===== src/rtl/aximm_test_sequencer.sv =====
// Self-contained AVMM master that sequences the AXI-MM-over-AIB self-test.
// Optional capture/compare of the first/last data words: define AXIMM_SEQ_DATA_CAPTURE_EN.
module aximm_test_sequencer #(
  parameter logic [31:0] DELAY_X    = 32'h0000000C,
  parameter logic [31:0] DELAY_Y    = 32'h00000020,
  parameter logic [31:0] DELAY_Z    = 32'h00001770,
  parameter logic [31:0] XFER_ADDR  = 32'h10000000,
  parameter logic [31:0] XFER_CFG   = 32'h00041804,
  parameter int          POLL_GAP   = 16,
  parameter int          POLL_LIMIT = 4096
) (
  input  logic        avmm_clk,
  input  logic        avmm_rst,
  input  logic        i_start,
  output logic [31:0] o_address,
  output logic        o_write,
  output logic        o_read,
  output logic [31:0] o_writedata,
  input  logic        i_waitrequest,
  input  logic        i_readdatavalid,
  input  logic [31:0] i_readdata,
  output logic        o_busy,
  output logic        o_done,
  output logic        o_pass,
  output logic        o_timeout,
`ifdef AXIMM_SEQ_DATA_CAPTURE_EN
  output logic [63:0] o_dout_first,
  output logic [63:0] o_dout_last,
  output logic [63:0] o_din_first,
  output logic [63:0] o_din_last,
`endif
  output logic [3:0]  o_status
);

  localparam logic [3:0] S_IDLE      = 4'd0;
  localparam logic [3:0] S_WR_X      = 4'd1;
  localparam logic [3:0] S_WR_Y      = 4'd2;
  localparam logic [3:0] S_WR_Z      = 4'd3;
  localparam logic [3:0] S_POLL_LINK = 4'd4;
  localparam logic [3:0] S_WR_XA     = 4'd5;
  localparam logic [3:0] S_WR_WCFG   = 4'd6;
  localparam logic [3:0] S_POLL_WR   = 4'd7;
  localparam logic [3:0] S_WR_RA     = 4'd8;
  localparam logic [3:0] S_WR_RCFG   = 4'd9;
  localparam logic [3:0] S_POLL_RD   = 4'd10;
  localparam logic [3:0] S_RD_STS    = 4'd11;
  localparam logic [3:0] S_DONE      = 4'd12;
`ifdef AXIMM_SEQ_DATA_CAPTURE_EN
  localparam logic [3:0] S_CAP_WR    = 4'd13;
  localparam logic [3:0] S_CAP_RD    = 4'd14;
`endif

  // Sub-phase of every read-type state: command, awaiting response, inter-poll gap.
  localparam logic [1:0] PH_CMD  = 2'd0;
  localparam logic [1:0] PH_RESP = 2'd1;
  localparam logic [1:0] PH_GAP  = 2'd2;

  localparam int CNT_W = $clog2(POLL_LIMIT + 1);
  localparam int GAP_W = (POLL_GAP > 1) ? $clog2(POLL_GAP) : 1;
  localparam logic [CNT_W-1:0] LIMIT_V  = CNT_W'(POLL_LIMIT);
  localparam logic [GAP_W-1:0] GAP_LAST = GAP_W'(POLL_GAP - 1);

  logic [3:0]       state;
  logic [1:0]       ph;
  logic [CNT_W-1:0] poll_cnt;
  logic [CNT_W-1:0] poll_cnt_nxt;
  logic [GAP_W-1:0] gap_cnt;
  logic [31:0]      cmd_addr;
  logic [31:0]      cmd_data;
  logic             is_wr_state;
  logic             is_rd_state;
  logic             poll_met;
  logic [3:0]       poll_next;
  logic [3:0]       wr_next;
  logic             grade;
  logic             unused_rd;

`ifdef AXIMM_SEQ_DATA_CAPTURE_EN
  logic [1:0] cap_idx;
`endif

  assign unused_rd    = ^i_readdata[31:6];
  assign poll_cnt_nxt = poll_cnt + 1'b1;

  always_comb begin
    cmd_addr    = 32'h0;
    cmd_data    = 32'h0;
    is_wr_state = 1'b0;
    is_rd_state = 1'b0;
    wr_next     = S_IDLE;
    case (state)
      S_WR_X:      begin cmd_addr = 32'h50002000; cmd_data = DELAY_X;   is_wr_state = 1'b1; wr_next = S_WR_Y;      end
      S_WR_Y:      begin cmd_addr = 32'h50002004; cmd_data = DELAY_Y;   is_wr_state = 1'b1; wr_next = S_WR_Z;      end
      S_WR_Z:      begin cmd_addr = 32'h50002008; cmd_data = DELAY_Z;   is_wr_state = 1'b1; wr_next = S_POLL_LINK; end
      S_WR_XA:     begin cmd_addr = 32'h50001004; cmd_data = XFER_ADDR; is_wr_state = 1'b1; wr_next = S_WR_WCFG;   end
      S_WR_WCFG:   begin cmd_addr = 32'h50001000; cmd_data = XFER_CFG;  is_wr_state = 1'b1; wr_next = S_POLL_WR;   end
      S_WR_RA:     begin cmd_addr = 32'h50001004; cmd_data = XFER_ADDR; is_wr_state = 1'b1; wr_next = S_WR_RCFG;   end
      S_WR_RCFG:   begin cmd_addr = 32'h50001010; cmd_data = XFER_CFG;  is_wr_state = 1'b1; wr_next = S_POLL_RD;   end
      S_POLL_LINK: begin cmd_addr = 32'h5000100C; is_rd_state = 1'b1; end
      S_POLL_WR,
      S_POLL_RD,
      S_RD_STS:    begin cmd_addr = 32'h50001008; is_rd_state = 1'b1; end
`ifdef AXIMM_SEQ_DATA_CAPTURE_EN
      S_CAP_WR:    begin cmd_addr = 32'h50004000 | {27'd0, cap_idx[1], 1'b0, cap_idx[0], 2'b00}; is_rd_state = 1'b1; end
      S_CAP_RD:    begin cmd_addr = 32'h50004020 | {27'd0, cap_idx[1], 1'b0, cap_idx[0], 2'b00}; is_rd_state = 1'b1; end
`endif
      default:     ;
    endcase
  end

  always_comb begin
    poll_met  = 1'b0;
    poll_next = S_DONE;
    case (state)
      S_POLL_LINK: begin poll_met = (i_readdata[3:0] == 4'hF); poll_next = S_WR_XA; end
`ifdef AXIMM_SEQ_DATA_CAPTURE_EN
      S_POLL_WR:   begin poll_met = i_readdata[4]; poll_next = S_CAP_WR; end
      S_POLL_RD:   begin poll_met = i_readdata[5]; poll_next = S_CAP_RD; end
`else
      S_POLL_WR:   begin poll_met = i_readdata[4]; poll_next = S_WR_RA;  end
      S_POLL_RD:   begin poll_met = i_readdata[5]; poll_next = S_RD_STS; end
`endif
      default:     ;
    endcase
  end

`ifdef AXIMM_SEQ_DATA_CAPTURE_EN
  assign grade = (i_readdata[3:0] == 4'hF) &&
                 (o_dout_first == o_din_first) && (o_dout_last == o_din_last);
`else
  assign grade = (i_readdata[3:0] == 4'hF);
`endif

  assign o_write     = is_wr_state;
  assign o_read      = is_rd_state && (ph == PH_CMD);
  assign o_address   = (o_write || o_read) ? cmd_addr : 32'h0;
  assign o_writedata = o_write ? cmd_data : 32'h0;
  assign o_busy      = (state != S_IDLE) && (state != S_DONE);
  assign o_done      = (state == S_DONE);

  always_ff @(posedge avmm_clk or posedge avmm_rst) begin
    if (avmm_rst) begin
      state     <= S_IDLE;
      ph        <= PH_CMD;
      poll_cnt  <= '0;
      gap_cnt   <= '0;
      o_pass    <= 1'b0;
      o_timeout <= 1'b0;
      o_status  <= 4'h0;
`ifdef AXIMM_SEQ_DATA_CAPTURE_EN
      cap_idx      <= 2'd0;
      o_dout_first <= 64'h0;
      o_dout_last  <= 64'h0;
      o_din_first  <= 64'h0;
      o_din_last   <= 64'h0;
`endif
    end else begin
      if (state == S_IDLE) begin
        if (i_start) begin
          o_pass    <= 1'b0;
          o_timeout <= 1'b0;
          o_status  <= 4'h0;
          poll_cnt  <= '0;
          ph        <= PH_CMD;
          state     <= S_WR_X;
        end
      end else if (state == S_DONE) begin
        state <= S_IDLE;
      end else if (is_wr_state) begin
        if (!i_waitrequest) begin
          poll_cnt <= '0;
          state    <= wr_next;
        end
      end else begin
        case (ph)
          PH_CMD:  if (!i_waitrequest) ph <= PH_RESP;
          PH_GAP: begin
            if (gap_cnt == GAP_LAST) begin
              gap_cnt <= '0;
              ph      <= PH_CMD;
            end else begin
              gap_cnt <= gap_cnt + 1'b1;
            end
          end
          default: begin
            // Only a response that belongs to our single outstanding read is consumed.
            if (i_readdatavalid) begin
              ph <= PH_CMD;
              if (state == S_RD_STS) begin
                o_status <= i_readdata[3:0];
                o_pass   <= grade;
                state    <= S_DONE;
`ifdef AXIMM_SEQ_DATA_CAPTURE_EN
              end else if (state == S_CAP_WR || state == S_CAP_RD) begin
                case ({state == S_CAP_RD, cap_idx})
                  3'b000:  o_dout_first[31:0]  <= i_readdata;
                  3'b001:  o_dout_first[63:32] <= i_readdata;
                  3'b010:  o_dout_last[31:0]   <= i_readdata;
                  3'b011:  o_dout_last[63:32]  <= i_readdata;
                  3'b100:  o_din_first[31:0]   <= i_readdata;
                  3'b101:  o_din_first[63:32]  <= i_readdata;
                  3'b110:  o_din_last[31:0]    <= i_readdata;
                  default: o_din_last[63:32]   <= i_readdata;
                endcase
                cap_idx <= cap_idx + 2'd1;
                if (cap_idx == 2'd3) state <= (state == S_CAP_WR) ? S_WR_RA : S_RD_STS;
`endif
              end else if (poll_met) begin
                poll_cnt <= '0;
                state    <= poll_next;
              end else if (poll_cnt_nxt == LIMIT_V) begin
                poll_cnt  <= '0;
                o_timeout <= 1'b1;
                o_pass    <= 1'b0;
                state     <= S_DONE;
              end else begin
                poll_cnt <= poll_cnt_nxt;
                gap_cnt  <= '0;
                ph       <= PH_GAP;
              end
            end
          end
        endcase
      end
    end
  end

endmodule


===== config.mk =====
export PLATFORM = sky130hd
export DESIGN_NAME = aximm_test_sequencer
export DESIGN_NICKNAME = d
export VERILOG_FILES = /design/src/rtl/aximm_test_sequencer.sv
export SDC_FILE = /design/constraint.sdc
export NUM_CORES = 1
export LEC_CHECK = 0
export BUFFER_PORTS_ARGS = -buffer_cell sky130_fd_sc_hd__buf_2
export CORE_MARGIN = 5
export CORE_UTILIZATION = 48
export DETAILED_ROUTE_END_ITERATION = 7
export GPL_TIMING_DRIVEN = 0
export PLACE_DENSITY = 0.85
export SYNTH_ARGS = -nofsm -noshare
export SYNTH_HDL_FRONTEND = slang
export SYNTH_SLANG_ARGS = --single-unit

===== constraint.sdc =====
create_clock -name avmm_clk -period 2.65 [get_ports avmm_clk]
set_input_delay 0.6625 -clock avmm_clk [delete_from_list [all_inputs] [get_ports avmm_clk]]
set_output_delay 0.6625 -clock avmm_clk [all_outputs]
set_load 0.005 [all_outputs]

; ---- Word level (Yosys, flattened, before mapping)
; Cells that the tools add are included.
[word_totals]
register_bits = 29
inputBits = 37
output_inout_bits = 74
elab_cells = 145
[classes]
n_addsub = 2
eq_ne = 34
n_mux = 70
bitwise_logic = 4
n_reduce_logical = 28
[ops]
columns = cell, n
row1 = $pmux W31 S8, 1
row2 = $pmux W29 S5, 1
row3 = $mux W13, 10
row4 = $mux W4, 22
row5 = $mux W32, 2
row6 = $eq A4 B4 Y1 const B, 7
row7 = $pmux W4 S7, 1
row8 = $mux W2, 10
row9 = $mux W1, 19
row10 = $reduce_and A6 Y1, 3
row11 = $eq A4 B3 Y1 const B, 4
row12 = $reduce_and A8 Y1, 2
row13 = $ne A2 B1 Y1 const B, 7
row14 = $add A13 B1 Y13 const B, 1
row15 = $eq A13 B13 Y1 const B, 1
row16 = $pmux W4 S3, 1
row17 = $reduce_bool A4 Y1, 3
row18 = $eq A4 B2 Y1 const B, 2
row19 = $pmux W4 S2, 1
row20 = $reduce_bool A2 Y1, 4
row21 = $reduce_and A7 Y1, 1
row22 = $reduce_or A7 Y1, 1
row23 = $ne A3 B1 Y1 const B, 2
row24 = $ne A3 B2 Y1 const B, 2
row25 = 21 further kinds, 30

; ---- Longest topological paths before layout
; Gate-level depths: netlist of run 1.
[depth]
depth_word = 10
depth_mapped = 8
mapped_depth_nobuf = 7

; ---- Least setup slack after synthesis of run 1
; No wires, ideal clock.
[synth_timing]
kind = flip-flop to output port
start = reg state[3]
end = out o_address[12]
arrival_ps = 1745
t_required_ps = 1987
setup_slack_ps = 243
path_stages_with_launch = 8
n_path_buf = 2
cell_sequence = dfrtp_1 buf_6 clkbuf_1 nor2_1 nand3_1 a21boi_0 or2_2 a21boi_0
[synth_via]
elab_chain_len = 6
word_cells_on_any_way = 21
classes_between = eq/ne: 11 / mux: 4 / reduce/logical: 6
[synth_rtl]
columns = element, line
row1 = start: declaration, 63  ; logic [3:0] state;
row2 = start signal: assignment, 172  ; state <= wr_next;
row3 = start signal: assignment, 210  ; state <= poll_next;
row4 = $eq A4 B4 Y1 / $eq A4 B3 Y1 (equally long branches), 91  ; case (state)
row5 = $reduce_or A4 Y1 (no source line) (*), --
row6 = $mux W1 (*), 91
row7 = $logic_and A1 B1 Y1 (*), 135  ; assign o_read = is_rd_state && (ph == PH_CMD);
row8 = net o_read, 17  ; output logic o_read,
row9 = $logic_or A1 B1 Y1 (*), 136  ; assign o_address = (o_write || o_read) ? cmd_addr : 32'h0;
row10 = $mux W32 (*), 136
row11 = end: declaration, 15  ; output logic [31:0] o_address,
; The timed path passes the listed nets; every way through them passes the cells marked *.

; ---- Worst setup path in the final report of run 1
[layout_timing]
start = reg state[2]
end = out o_address[12]
[layout_via]
elab_chain_len = 6
word_cells_on_any_way = 21
classes_between = eq/ne: 11 / mux: 4 / reduce/logical: 6
[layout_rtl]
columns = element, line
row1 = $eq A4 B4 Y1 / $eq A4 B3 Y1 (equally long branches), 91
row2 = $reduce_or A4 Y1 (no source line), --
row3 = $mux W1, 91
row4 = $logic_and A1 B1 Y1, 135
row5 = $logic_or A1 B1 Y1, 136
row6 = $mux W32 (*), 136
; Every way passes the cells marked *; elsewhere a longest branch is shown, timed or not.

==> results by group, run 1 <==
Worst setup path
  • CP startpoint kind: register
  • Critical path's slowest cell: a211oi_1
  • Delay-heaviest family, CP: compound AO/OA/AOI/OAI gates
  • CP max FO: 18
  • Req. time, crit path: just under 2 ns
  • Crit path DAT: just under 2 ns
  • CP Buf/Inv Count: 2
  • CP Cell Sequence: clkbuf_4 -> a21o_1 -> a211oi_1 -> or2_2 -> a21boi_1 -> buf_2
  • Crit path capture type: output port
  • CP max stage delay: 0.38 ns
  • WS Path Type: reg -> out

Global route
  • Antenna violations before repair: 0
  • Vias in the first global route: between 2000 and 2500
  • GRT overflow: 0
  • Largest net degree at the start of global routing: 30
  • Gr usage total: approximately a fifth
  • First-pass GRT wire length: between 10000 and 15000 µm

Place
  • Final Wtd Congestion: around 0.92
  • DP Area: slightly below 0.003 mm²
  • Placed Cells: 478
  • PortBufs: 39
  • Setup WS pre-CTS: slightly below 0.01 ns
  • Detailed Place HPWL: roughly 4700 µm

Synth
  • Area share of fa/ha/maj cells after synthesis: less than 1%
  • Share of the synthesized area in the top cell type: around 29%
  • Flop and latch count out of synthesis: 29
  • Largest family of logic cells by synthesized area: simple AND/OR/NAND/NOR gates
  • Compound-Gate Fraction of Synth Area: between 20% and 30%
  • Top area cells in the synthesized netlist: dfrtp_1 (29%), buf_4 (15%), nand2_1 (7.1%), nand3_1 (3.7%), nor2_1 (3.6%)
  • Top FF cell, synth: dfrtp_1
  • Ys async rst share: between 90% and 100%
  • Cell taking the most area after synthesis: dfrtp_1
  • Synth Area in Simple Gates: roughly 29%
  • Sequential element share of the synthesized area: between 20% and 30%
  • Multiplexer share of the synthesized area: less than 1%
  • Mapped Area: approximately 0.0025 mm²
  • Post-Synth XOR/XNOR Area: less than 1%
  • Synthesis warning total: 0
  • Post-synth EDFFs: 0
  • Cells after synthesis: roughly 330
  • Synthesized area per cell: a little under 8 µm²
  • Distinct cells, synth: 68

STA
  • Fmax: 0.384 GHz
  • Hold Violations, Final: 0
  • RSZ-0062 raised after global routing: yes
  • Period utilization: a little over nine tenths
  • Setup violators final: 0
  • Tmin final: approximately 2.6 ns
  • Clock skew: 0.00883 ns
  • Slew @ Worst Pin: ~1.1 ns
  • Max Slew Vio Count: 0
  • Worst rel slew slack: 27.8%
  • Final setup margin: roughly 0.044 ns

Layout
  • Synth-to-layout area growth: 22.9%
  • Register Area: 726 µm²
  • Ant. Diodes: 0
  • Core Util, Final: about three fifths
  • # nets final: roughly 450
  • Layout cells sized above 1: 31.0%
  • Fillers: 461
  • Multi-input gate area: 0.00149 mm²
  • Non-filler instance count after layout: 486
  • Final Cell Area: between 0.003 and 0.004 mm²

Drt
  • Routed Antenna Nets: 0
  • Post-DR vias/cell: about 5.2
  • Detailed Route WL: a little over 6000 µm
  • Wire length per cell: between 10 and 15 µm
  • DRC: 0
  • DRT iter0 DRCs: 165
  • Vias: about 2500
  • TritonRoute pass-1 iters: 4

CTS
  • Clk_lat worst skew: 0.29 ns
  • Clock Path Buffers: 2
  • CTS Root Cell: clkbuf_8
  • CTS tree: built
  • Clock transition at path regs: 0.07 ns
  • CTS Buf Count: 5
  • Post-CTS Hold Fix Bufs: 0
  • Clock sinks: 29
  • CTS HTree Levels: 2

Power
  • Total power: around 0.0025 W
  • Sw frac: between 40% and 50%
  • Worst vdd ir: 352 µV
  • Pint: roughly 0.0014 W
  • Reg power frac: between 20% and 30%
  • Leakage power: roughly 1.6 nW
  • Net Switching: roughly 0.0011 W
  • Logic pwr share: around 62%
  • Pwr dens: 804 mW/mm²
  • Clock power share: between 10% and 20%

Flow run
  • Max Cap Viol: 0

Run status
  • Status: finished, final reports clean

Floorplanning
  • Die X: 82.7 µm
  • Vert. Die Dim: approximately 83 µm
  • Io pins: 111
  • Std-Cell Rows: 26
  • Starting Density: 49.7%
  • Die area: roughly 0.007 mm²
  • Core Footprint: 0.00511 mm²

Min path
  • Worst Hold Class: reg -> reg
[placed cells by master (no fill, tap or decap), types with 3 or more instances in the layout]
master    count
buf_4        53
nand2_1      48
conb_1       45
buf_2        41
dfrtp_1      29
nor2_1       22
nand3_1      19
o21ai_0      16
nor3_1       10
inv_1        10
and2_1        6
buf_6         5
nand4_1       5
nand2b_1      5
a221o_1       5
clkbuf_8      5
a21oi_1       4
and3_1        4
a21o_1        3
nor2b_1       3
or3_1         3
clkinv_2      3
o22ai_1       3
or2_2         3
[metrics by stage]
step                setup TNS [ns]  hold slack, ns
floorplan                        0           0.472
global placement                 0           0.459
detailed placement               0           0.472
CTS                              0           0.486
global route               -0.0876           0.510
finish                           0           0.482
[sequential cells by signal, summed over array words and instances (netlist names)]
signal     flops
poll_cnt      13
gap_cnt        4
o_status       4
state          4
ph             2
o_pass         1
o_timeout      1
[power by group through the flow]
stage | clock network, W | logic [W] | registers [W]
3_5_place_dp | 0 | 0.00146 | 0.000613
6_report | 0.000356 | 0.00155 | 0.000607
4_1_cts | 0.000364 | 0.00147 | 0.000604
5_1_grt | 0.000392 | 0.00171 | 0.000618
3_3_place_gp | 0 | 0.00142 | 0.000606
2_1_floorplan | 0 | 0.00105 | 0.000602
[cells in the mapped netlist, drive strengths merged, types with 2 or more instances]
cell type	instances
buf	62
nand2	48
dfrtp	29
nor2	25
nand3	19
o21ai	18
inv	10
nor3	10
and2	6
nand4	6
a21oi	5
a221o	5
nand2b	5
or2	5
and3	4
a21boi	3
a21o	3
a31oi	3
clkbuf	3
nor2b	3
nor4	3
o22ai	3
or3	3
a221oi	2
a22o	2
a31o	2
ha	2
nor3b	2
o211ai	2
o21a	2
o21bai	2
o31a	2
xnor2	2
[logic make-up after synthesis]
group | after synthesis
other | 1
adders and majority gates | 2
muxes | 2
and+or+nand+nor | 145
DFF | 29
buffers and inverters | 76
AOI/OAI and AO/OA | 68
xor gates and xnor gates | 2
[what timing repair did]
action,4_1_cts,5_1_grt
endpoints found under the setup margin,7,14
setup buffers,0,2
pin swaps,0,4
resized for setup,9,14
[path summary, 6_finish.rpt]
path / endpoint / depth (start not counted) / slack [ns] / from
worst min register to register: o_status[1] / 2 / 0.48 / o_status[1]
max in group asynchronous: gap_cnt[3] / 2 / 1.35 / avmm_rst
worst min-delay path: o_status[1] / 2 / 0.48 / o_status[1]
min in group asynchronous: poll_cnt[2] / 2 / 0.64 / avmm_rst
worst max register to register: state[0] / 7 / 0.22 / poll_cnt[0]
worst max-delay path: o_address[12] / 6 / 0.04 / state[2]
[worst register-to-register path, cell delays in order, from the launching register on]
cell      delay (ns)
dfrtp_1         0.41
ha_1            0.26
nand4_1         0.21
nor3_1          0.41
xnor2_1         0.20
o2111a_2        0.38
o21bai_2        0.14
mux2_1          0.32
[metal layers]
layer	up-vias	wire (µm)	GRT usage, %
li1	1237	-	-
met3	19	516	3.80
met2	131	2840	31.0
met5	-	0	0
met4	0	142	6.54
met1	1141	2620	25.2
[layout make-up]
type	count	share of cell area, %
buffer	63	15.3
clock buffer	6	2.33
clock inverter	2	0.321
inverter	11	1.36
multi-input combinational	264	47.9
sequential	29	23.3
tap	70	2.81
timing repair buffer	41	6.74
(Power assumes the default switching activity.)
==> inputs of run 2 (changes only) <==
--- a/config.mk
+++ b/config.mk
@@ -5,6 +5,7 @@
 export SDC_FILE = /design/constraint.sdc
 export NUM_CORES = 1
 export LEC_CHECK = 0
+export ABC_AREA = 1
 export BUFFER_PORTS_ARGS = -buffer_cell sky130_fd_sc_hd__buf_2
 export CORE_MARGIN = 5
 export CORE_UTILIZATION = 48
==> results by group, run 2 <==
Run status
  • Status: finished, final reports clean

Synth
  • Synth Area in Simple Gates: 34.3%
  • Top area cells in the synthesized netlist: dfrtp_1 (30%), buf_4 (16%), nand2_1 (13%), inv_1 (6.9%), nor2_1 (6.7%)
  • Synthesized area per cell: 6.81 µm²
  • Area share of fa/ha/maj cells after synthesis: 1.02%
  • Top FF cell, synth: dfrtp_1
  • Most common cell in the netlist: nand2_1
  • Cells after synthesis: 360
  • Post-Synth XOR/XNOR Area: under 10%
  • Multiplexer share of the synthesized area: 0%
  • Share of the synthesized area in the top cell type: between 20% and 30%
  • Cell taking the most area after synthesis: dfrtp_1
  • Sequential element share of the synthesized area: between 20 and 30%
  • Largest family of logic cells by synthesized area: simple AND/OR/NAND/NOR gates
  • Compound-Gate Fraction of Synth Area: approximately a tenth
  • Distinct cells, synth: 32
  • Ys async rst share: 100%
  • Post-synth EDFFs: 0
  • Synthesis warning total: 0
  • Mapped Area: about 0.0025 mm²
  • Flop and latch count out of synthesis: 29
  • Commonest cells post-synth: nand2_1 (88), buf_4 (53), inv_1 (45), nor2_1 (44), dfrtp_1 (29)

STA
  • Minimum hold slack: between 0.4 and 0.5 ns
  • Worst rel slew slack: a little over a quarter
  • Fmax: 0.404 GHz
  • Tmin final: 2.47 ns
  • Hold Violations, Final: 0
  • RSZ-0062 raised after global routing: no
  • Period utilization: 93.4%
  • Setup violators final: 0
  • Max Slew Vio Count: 0
  • Slew @ Worst Pin: between 1 and 1.5 ns
  • Setup Total Neg Slack: 0 ns
  • Clock skew: around 0.0093 ns

CTS
  • Clock transition at path regs: 0.06 ns
  • CTS Buf Count: 5
  • Post-CTS Hold Fix Bufs: 0
  • CTS tree: built
  • CTS HTree Levels: 2
  • Clock sinks: 29
  • CTS Root Cell: clkbuf_8
  • Clock Path Buffers: 2
  • Clk_lat worst skew: about 0.28 ns

Worst setup path
  • CP max FO: 8
  • CP Cell Sequence: buf_6 -> nand2_2 -> nor2_4 -> inv_1 -> nand3_1 -> inv_2 -> nor2_2 -> nor2_2 -> inv_1 -> buf_4 -> buf_2
  • Delay-heaviest family, CP: buffers and inverters
  • Critical Path Source: state[1]
  • R2R cell count: 13
  • Critical path's slowest cell: dfrtp_1
  • RR Endpoint: state[0]
  • Reg2reg setup slack: roughly 0.58 ns
  • Crit path capture type: output port
  • CP Buf/Inv Count: 6
  • Worst setup endpoint: o_address[30]
  • FF-to-FF Start: poll_cnt[0]
  • Crit path DAT: 1.81 ns
  • Worst path depth: 11
  • Req. time, crit path: roughly 2.0 ns
  • CP max stage delay: about 0.37 ns
  • WS Path Type: reg -> out
  • CP startpoint kind: register

Drt
  • Vias: about 2400
  • TritonRoute pass-1 iters: 5
  • Wire length per cell: roughly 10 µm
  • Routed Antenna Nets: 0
  • DRT iter0 DRCs: ~120
  • Detailed Route WL: 5450 µm
  • Post-DR vias/cell: approximately 4.5
  • DRC: 0

Floorplanning
  • Io pins: 111
  • Die area: between 0.006 and 0.007 mm²
  • Starting Density: 48.6%
  • Vert. Die Dim: between 80 and 90 µm
  • Die X: 81.5 µm
  • Std-Cell Rows: 26
  • Core Footprint: 0.00504 mm²

Layout
  • Commonest non-fill, non-tap cell in the layout: nand2_1
  • Commonest non-fill, non-tap cells in the layout: nand2_1 (86), buf_4 (53), conb_1 (45)
  • Core Util, Final: between 60% and 70%
  • Max reg flops: 13
  • Fillers: approximately 470
  • Largest Register: poll_cnt
  • Layout cells sized above 1: ~30%
  • Synth-to-layout area growth: 23.8%
  • Ant. Diodes: 0
  • # nets final: 490

Place
  • PortBufs: 39
  • Detailed Place HPWL: about 4300 µm
  • Final Wtd Congestion: a little under 0.9

Global route
  • Antenna violations before repair: 0
  • First-pass GRT wire length: between 8000 and 9000 µm
  • Largest net degree at the start of global routing: 30
  • GRT overflow: 0
  • Vias in the first global route: 2093
  • Gr usage total: 16.1%

Power
  • Leakage power: between 1.5 and 2 nW
  • Pwr dens: between 800 and 900 mW/mm²
  • Worst vdd ir: just under 700 µV

Flow run
  • Max Cap Viol: 0

Min path
  • Worst Hold Class: reg -> reg
run 2: cell types whose count changed after synthesis, moves of 6 or more:
cell	delta
inv_1	+35
nand2_1	+40
nor3_1	-9
nor2_1	+20
a21oi_1	+7
buf_2	-6
run 2: layout make-up:
cell class / count / area (µm²) / share of cell area, %
clock inverters: 1 / 5.00 / 0.165
flip-flops and latches: 29 / 729 / 24.0
well taps: 70 / 87.6 / 2.88
repair buffers: 40 / 203 / 6.67
plain buffers: 54 / 413 / 13.6
multi-input cells: 274 / 1330 / 43.7
inverters: 47 / 176 / 5.81
clock buffers: 7 / 96.3 / 3.17
run 2: per-layer routing:
layer	global-route usage (%)	wire, µm	vias up
li1	-	-	1234
met1	19.8	2310	1065
met2	29.5	2820	64
met3	2.96	289	5
met4	2.87	23	0
met5	0	0	-
run 2: worst min-delay path by stage:
stage	from	endpoint	slack, ns	depth (start not counted)
after CTS	o_status[3]	o_status[3]	0.50	2
after global placement	o_status[3]	o_status[3]	0.47	2
after detailed placement	o_status[3]	o_status[3]	0.48	2
final	o_status[3]	o_status[3]	0.49	2
after floorplan	gap_cnt[1]	gap_cnt[1]	0.47	2
after global routing	o_status[1]	o_status[1]	0.52	2
run 2: worst register-to-register path: cells and delay by family (launching register included):
kind                     cells  cell delay, ns
AND/OR/NAND/NOR             11            1.14
adder cells (fa/ha/maj)      1            0.26
buffers and inverters        1            0.11
flip-flops                   1            0.43
run 2: what timing repair did:
action	CTS	global route
pin swaps	0	3
buffers inserted	0	1
endpoints found under the setup margin	4	5
resized for setup	1	11
run 2: report_power, final:
part | switching (W) | internal, W | leakage (nW)
registers | 0.000103 | 0.000542 | 0.387
clock network | 0.000170 | 0.000234 | 0.0542
logic | 0.000959 | 0.000588 | 1.25
total | 0.00123 | 0.00136 | 1.69
run 2: kinds of logic (layout without fill, tap and decap cells):
kind of cell    Yosys count  in the layout
buf+inv                 101            149
xor+xnor                  4              4
fa+ha+maj                 2              2
simple gates            185            185
other cells               1             45
compound gates           38             38
flops                    29             29
run 2: per-stage QoR:
step	worst slack [ns]	power, W	instances	instance area [µm²]
4_1_cts	0.0249	0.00257	521	3000
5_1_grt	0.00107	0.00284	522	3040
2_1_floorplan	0.466	0.00174	404	2620
3_3_place_gp	0.248	0.00212	513	2900
6_report	0.175	0.00260	522	3040
3_5_place_dp	0.226	0.00215	513	2900
==> inputs of run 3 (changes only) <==
--- a/config.mk
+++ b/config.mk
@@ -7,8 +7,10 @@
 export LEC_CHECK = 0
 export ABC_AREA = 1
 export BUFFER_PORTS_ARGS = -buffer_cell sky130_fd_sc_hd__buf_2
+export CELL_PAD_IN_SITES_DETAIL_PLACEMENT = 1
+export CELL_PAD_IN_SITES_GLOBAL_PLACEMENT = 1
 export CORE_MARGIN = 5
-export CORE_UTILIZATION = 48
+export CORE_UTILIZATION = 32
 export DETAILED_ROUTE_END_ITERATION = 7
 export GPL_TIMING_DRIVEN = 0
 export PLACE_DENSITY = 0.85
==> results by group, run 3 (synthesized netlist as in run 2, its figures left out) <==
Run status
  • Status: finished, final reports clean

Power
  • Total power: 0.00263 W
  • Worst vdd ir: roughly 420 µV
  • Leakage power: ~1.7 nW
  • Pwr dens: ~860 mW/mm²

Place
  • Detailed Place HPWL: 5480 µm
  • Placed Cells: around 550
  • PortBufs: 39
  • Final Wtd Congestion: roughly 0.85

Worst setup path
  • CP max FO: 8
  • WS Path Type: reg -> out
  • Crit path DAT: 1.84 ns
  • CP max stage delay: 0.36 ns
  • Critical path's slowest cell: dfrtp_1
  • CP Cell Sequence: buf_4 -> nand2_1 -> nor2_4 -> inv_2 -> nand3_1 -> inv_1 -> nor2_4 -> nor2_4 -> inv_1 -> buf_4 -> buf_2
  • Delay-heaviest family, CP: buffers and inverters
  • Req. time, crit path: slightly below 2 ns
  • CP Buf/Inv Count: 6
  • CP startpoint kind: register
  • Crit path capture type: output port
  • Most used cell, CP: nor2_4

Layout
  • Max reg flops: 13
  • Ant. Diodes: 0
  • Commonest non-fill, non-tap cell in the layout: nand2_1
  • Layout cells sized above 1: between 20 and 30%
  • # nets final: 489
  • Largest Register: poll_cnt
  • Core Util, Final: between 40% and 50%
  • Synth-to-layout area growth: 24.7%
  • Non-filler instance count after layout: 552
  • Commonest non-fill, non-tap cells in the layout: nand2_1 (87), buf_4 (53), conb_1 (45)

Drt
  • Post-DR vias/cell: 4.37
  • DRT iter0 DRCs: 48
  • Vias: roughly 2400
  • Wire length per cell: about 12 µm
  • TritonRoute pass-1 iters: 4
  • DRC: 0
  • Routed Antenna Nets: 0
  • Detailed Route WL: just under 7000 µm

Floorplanning
  • Vert. Die Dim: a little under 100 µm
  • Core Footprint: roughly 0.0076 mm²
  • Starting Density: 32.2%
  • Io pins: around 110
  • Std-Cell Rows: 32
  • Die X: between 90 and 100 µm
  • Die area: between 0.009 and 0.01 mm²

STA
  • Worst rel slew slack: 22.1%
  • Clock skew: about 0.006 ns
  • Setup violators final: 0
  • Hold Violations, Final: 0
  • RSZ-0062 raised after global routing: no
  • Period utilization: between 90% and 100%
  • Slew @ Worst Pin: ~1.2 ns
  • Minimum hold slack: around 0.5 ns
  • Tmin final: about 2.5 ns
  • Setup Total Neg Slack: 0 ns
  • Fmax: ~0.4 GHz
  • Max Slew Vio Count: 0

CTS
  • Post-CTS Hold Fix Bufs: 0
  • CTS HTree Levels: 2
  • CTS tree: built
  • Clock sinks: 29
  • Clk_lat worst skew: ~0.28 ns
  • Clock Path Buffers: 2
  • Setup Buffers After CTS: 0
  • Clock transition at path regs: ~0.06 ns
  • CTS Root Cell: clkbuf_8
  • Post-CTS Resized: 5
  • CTS Buf Count: 5

Min path
  • Worst Hold Class: reg -> reg

Global route
  • First-pass GRT wire length: 11500 µm
  • Largest net degree at the start of global routing: 30
  • Vias in the first global route: ~2600
  • GRT overflow: 0
  • Antenna violations before repair: 0
  • Gr usage total: 14.3%

Flow run
  • Max Cap Viol: 0
run 3: layout make-up:
class	count	area, µm²
buffer	54	409
clock buffer	7	86.3
fill	1022	4550
inverter	47	176
multi-input combinational	274	1330
sequential	29	729
tap	102	128
timing repair buffer	39	195
run 3: through the flow:
step	setup slack [ns]	instance area, µm²
after CTS	0.00561	3040
final	0.143	3060
after global routing	0.00408	3060
after global placement	0.140	2940
after detailed placement	0.0927	2940
after floorplan	0.466	2620
run 3: final timing paths:
check                                 start            end  slack, ns  cells after the start
worst max-delay path               state[1]  o_address[30]       0.14                     11
worst min-delay path            o_status[3]    o_status[3]       0.49                      2
worst max register to register  poll_cnt[0]     gap_cnt[0]       0.46                     14
worst min register to register  o_status[3]    o_status[3]       0.49                      2
max in group asynchronous          avmm_rst       state[0]       1.19                      2
min in group asynchronous          avmm_rst    poll_cnt[9]       0.68                      2
run 3: worst min-delay path: stages, from the launching register on:
cell and delay, ns:
dfrtp_1 0.34, nand2_1 0.05, o21ai_0 0.07
run 3: where the power goes:
| part | total, W | leakage, nW | switching (W) | internal, W |
|---|---|---|---|---|
| clock | 0.000379 | 0.0443 | 0.000173 | 0.000206 |
| combinational | 0.00160 | 1.25 | 0.00101 | 0.000592 |
| sequential | 0.000650 | 0.387 | 0.000108 | 0.000542 |
| total | 0.00263 | 1.68 | 0.00129 | 0.00134 |
run 3: per-layer routing:
| metal | vias to the layer above | part of all wire, % | GRT usage (%) |
|---|---|---|---|
| met5 | - | 0 | 0 |
| met2 | 52 | 50 | 25.6 |
| met4 | 0 | 0.90 | 3.41 |
| met1 | 1130 | 45 | 17.3 |
| li1 | 1223 | - | - |
| met3 | 5 | 4.7 | 3.52 |
